$ cat src/rtl/logic_operand_seq.sv
// ============================================================================
// Module   : logic_operand_seq
// Purpose  : Sweeps a programmable run of packed {a,b,c} operand vectors over
//            a valid/ready handshake, with issued/last/done progress status.
// Revision : 1.0  initial release
// ============================================================================
`default_nettype none

module logic_operand_seq #(
   parameter int BW     = 3,
   parameter int STRIDE = 1
) (
   input  logic              clock,
   input  logic              reset,
   input  logic              start,
   input  logic [2*BW:0]     first,
   input  logic [2*BW+1:0]   count,
   output logic              out_valid,
   input  logic              out_ready,
   output logic              a,
   output logic [BW-1:0]     b,
   output logic [BW-1:0]     c,
   output logic              out_last,
   output logic              busy,
   output logic              done,
   output logic [2*BW+1:0]   issued
);

   localparam int N = 2*BW + 1;

   localparam logic [N-1:0] STEP    = N'(STRIDE);
   localparam logic [N:0]   ONE_CNT = (N+1)'(1);

   localparam logic [1:0] S_IDLE = 2'd0;
   localparam logic [1:0] S_RUN  = 2'd1;
   localparam logic [1:0] S_DONE = 2'd2;

   logic [1:0]   state_q,     state_d;
   logic [N-1:0] vec_q,       vec_d;
   logic [N:0]   remaining_q, remaining_d;
   logic [N:0]   issued_q,    issued_d;

   logic xfer;
   logic last_vec;

   assign last_vec = (remaining_q == ONE_CNT);
   assign xfer     = (state_q == S_RUN) && out_ready;

   // State register
   always_ff @(posedge clock) begin
      if (reset) begin
         state_q     <= S_IDLE;
         vec_q       <= '0;
         remaining_q <= '0;
         issued_q    <= '0;
      end else begin
         state_q     <= state_d;
         vec_q       <= vec_d;
         remaining_q <= remaining_d;
         issued_q    <= issued_d;
      end
   end

   // Next-state and datapath update
   always_comb begin
      state_d     = state_q;
      vec_d       = vec_q;
      remaining_d = remaining_q;
      issued_d    = issued_q;
      case (state_q)
         S_IDLE: begin
            if (start) begin
               vec_d       = first;
               remaining_d = count;
               issued_d    = '0;
               state_d     = (count == '0) ? S_DONE : S_RUN;
            end
         end
         S_RUN: begin
            if (xfer) begin
               // Vector wraps modulo 2^N without any flag.
               vec_d       = vec_q + STEP;
               remaining_d = remaining_q - ONE_CNT;
               issued_d    = issued_q + ONE_CNT;
               if (last_vec) begin
                  state_d = S_DONE;
               end
            end
         end
         S_DONE: begin
            state_d = S_IDLE;
         end
         default: begin
            state_d = S_IDLE;
         end
      endcase
   end

   // Outputs
   always_comb begin
      out_valid = (state_q == S_RUN);
      out_last  = (state_q == S_RUN) && last_vec;
      busy      = (state_q != S_IDLE);
      done      = (state_q == S_DONE);
   end

   assign a      = vec_q[N-1];
   assign b      = vec_q[2*BW-1:BW];
   assign c      = vec_q[BW-1:0];
   assign issued = issued_q;

endmodule

`default_nettype wire
$ cat config.mk
export PLATFORM = sky130hd
export DESIGN_NAME = logic_operand_seq
export DESIGN_NICKNAME = d
export VERILOG_FILES = /design/src/rtl/logic_operand_seq.sv
export SDC_FILE = /design/constraint.sdc
export NUM_CORES = 1
export LEC_CHECK = 0
export CAP_MARGIN = 10
export CORE_UTILIZATION = 25
export CTS_CLUSTER_DIAMETER = 60
export CTS_CLUSTER_SIZE = 8
export DETAILED_ROUTE_END_ITERATION = 12
export PLACE_DENSITY = 0.56
export SLEW_MARGIN = 20
export SYNTH_ARGS = -nofsm -noshare
export SYNTH_HDL_FRONTEND = slang
export SYNTH_SLANG_ARGS = --single-unit
$ cat constraint.sdc
create_clock -name clock -period 1.7 [get_ports clock]
set_input_delay 0.34 -clock clock [delete_from_list [all_inputs] [get_ports clock]]
set_output_delay 0.34 -clock clock [all_outputs]
set_load 0.01 [all_outputs]
==> qor.txt <==
Status: finished with violations
Failing checks: setup timing
Vias: 1544
First-pass GRT wire length: 6.93 mm
Hold worst-path end: issued[7]
Syn Area/Cell: 8.09 µm²
Drc violations: 0
Post-Place Cells: 312
CTS sink count: 25
Area leader, netlist: dfxtp_1
Vias in the first global route: 1451
CP startpoint kind: flip-flop
Max clock buf depth: 2
Critical R2R Capture: issued[7]
Synth async-reset ratio: 0
Vias per cell: 4.86
Clk slew on worst S/H paths: 0.10 ns
Final Hold Viols: 0
FILL cells: 591
Required time of the critical path: 1.36 ns
Area occupied by multi-input gates: 920 µm²
Flop2flop setup slack: 0.06 ns
WL/cell: 13.2 µm
Routability congestion estimate: 0.836
Final wirelength: 4.19 mm
Area growth, synth to finish: 51.9%
Yosys top cell area share: 0.340
Final nets: 270
Hold_buf cts: 0
CTS root buffer: clkbuf_8
Slew HR: 0.763
Storage cell area: 508 µm²
Routed Antenna Nets: 0
Die Y: 78.8 µm
Crit Reg-Reg Startpoint: state_q[0]
Synth warnings: 0
Later-pin clock latency in the skew report: 0.27 ns
Final setup fails: 1
Starting Density: 0.263
Leak: 0.834 nW
Fmax: 536 MHz
Post-layout min period: 1.87 ns
Ports: 38
Post-synthesis cell type count: 51
Sequential share of the synthesized area: 0.340
Initial antenna violation count: 0
Share of cells above drive strength 1: 0.207
Mapped Nets: 205
TritonCTS clock tree: done
H-Tree Depth: 1
CTS buffer count: 3
Grt ovf: 0
Initial DRC Count: 89
Unrepaired setup endpoints after global routing: true
Clock Skew: 0.00795 ns
Pwr Density: 784 nW/µm²
Number of max-cap violations: 0
Worst Path Arrival: 1.53 ns
Final Core Density: 0.399
Die footprint: 6200 µm²
Largest net degree at the start of global routing: 22
Period Utilization, post-route: 1.10
Worst Hold Depth: 2
Post-synth EDFFs: 0
Chip width: 78.8 µm
Worst slew pin tran: 0.351 ns
Worst Setup End Kind: primary output
Total GRT Usage: 0.141
Number of port buffers: 37
Post-Layout Cell Count: 318
Post-Syn Area: 1470 µm²
Peak supply drop: 0.347 mV
Final slew viol count: 0
Hold Crit Class: reg -> reg
Final worst setup slack: -0.167 ns
Worst r2r path cells: 5
Top post-synthesis cells by area: dfxtp_1 (34%), a21oi_1 (5.4%), nor2_1 (4.3%), nand2_1 (4.1%), ha_1 (3.4%)
Diode count: 0
Register bit total from synthesis: 25
Crit path max fanout: 2
Hold wc startpoint: issued[7]
HPWL after DPL: 3.13 mm
Cells after synthesis: 182
DR pass1 iterations: 4
Row count: 27
Hold WS: 0.510 ns
Core ar.: 5610 µm²
Crit Path Category: reg -> out
Most used DFF post-synth: dfxtp_1
==> timing repair <==
item	4_1_cts	5_1_grt
pin swaps	1	2
endpoints found under the setup margin	7	6
setup buffers	2	0
gates resized for setup	12	10
==> flip-flops by register name (all words and copies together), names as in the netlist <==
name and count:
remaining_q 8, vec_q 7, issued 8, state_q 2
==> where the power goes <==
group	switching (mW)	internal [mW]
logic	0.336	0.358
clock network	0.203	0.166
registers	0.0465	0.645
total	0.585	1.17
==> per-layer routing <==
metal,GRT usage,vias up,share of wire
li1,-,802,-
met1,0.187,703,0.50
met2,0.231,37,0.45
met3,0.0264,2,0.048
met4,0.0407,0,0.0060
met5,0,-,0
==> layout make-up <==
class,instances,area share
flip-flops and latches,25,0.227
repair buffers,71,0.286
multi-input cells,138,0.411
inverters,8,0.0134
well taps,72,0.0403
clock inverters,1,0.00336
clock buffers,3,0.0185
==> placed cells by master (no fill, tap or decap), types with 2 or more instances in the layout <==
| cell | n |
|---|---|
| a211oi_1 | 5 |
| a21oi_1 | 15 |
| a311oi_1 | 2 |
| a31oi_1 | 3 |
| buf_4 | 30 |
| buf_6 | 3 |
| clkbuf_8 | 3 |
| clkdlybuf4s50_1 | 33 |
| dfxtp_1 | 21 |
| dfxtp_2 | 3 |
| dlygate4sd2_1 | 3 |
| ha_1 | 4 |
| inv_1 | 7 |
| nand2_1 | 16 |
| nand2b_1 | 4 |
| nand3_1 | 4 |
| nand3b_1 | 2 |
| nor2_1 | 17 |
| nor2b_1 | 4 |
| nor3_1 | 3 |
| nor3b_1 | 3 |
| nor4_1 | 3 |
| nor4b_1 | 5 |
| o21ai_0 | 5 |
| o21bai_1 | 2 |
| o31a_1 | 2 |
| o31ai_1 | 3 |
| o32ai_1 | 3 |
| or3_1 | 2 |
| xnor2_1 | 5 |
==> stage by stage <==
step / TNS, ns / setup WS, ns / power (mW) / instance area (µm²)
floorplan: 0 / 0.0400 / 1.05 / 1480
global placement: -2.11 / -0.460 / 1.37 / 2140
detailed placement: -2.25 / -0.476 / 1.38 / 2140
CTS: -0.181 / -0.181 / 1.76 / 2210
global route: -0.236 / -0.231 / 1.88 / 2240
finish: -0.167 / -0.167 / 1.75 / 2240
==> worst max path at each step <==
stage / start / to / slack (ns)
detailed placement: remaining_q[1] / out_last / -0.48
global placement: remaining_q[1] / out_last / -0.46
floorplan: remaining_q[1] / out_last / 0.04
finish: remaining_q[1] / out_last / -0.17
CTS: remaining_q[1] / out_last / -0.18
global route: remaining_q[1] / out_last / -0.23
==> logic make-up after synthesis <==
kind of cell	share of synthesized area
AO/OA/AOI/OAI	0.249
flip-flops	0.340
XOR/XNOR	0.0357
buffers and inverters	0.0578
adder cells (fa/ha/maj)	0.0340
AND/OR/NAND/NOR	0.262
multiplexers	0.0221
==> worst max-delay path: stages, from the launching register on <==
cell,delay (ns)
dfxtp_2,0.33
inv_1,0.07
ha_1,0.15
or4b_4,0.47
nor3_2,0.11
buf_2,0.14
==> synthesized netlist by cell type, types with 3 or more instances <==
master    instances
nor2b_1           4
a21oi_1          16
xnor2_1           5
ha_1              4
o31ai_1           3
nor4_1            3
nand3_1           4
o21ai_0           5
nor3b_1           3
a211oi_1          5
clkbuf_1          7
nand2b_1          5
o32ai_1           3
nor4b_1           5
inv_1             7
nand2_1          16
nor2_1           17
dfxtp_1          25
nor3_1            4
a31oi_1           3
Note: power is estimated with default switching activity, not from simulation.
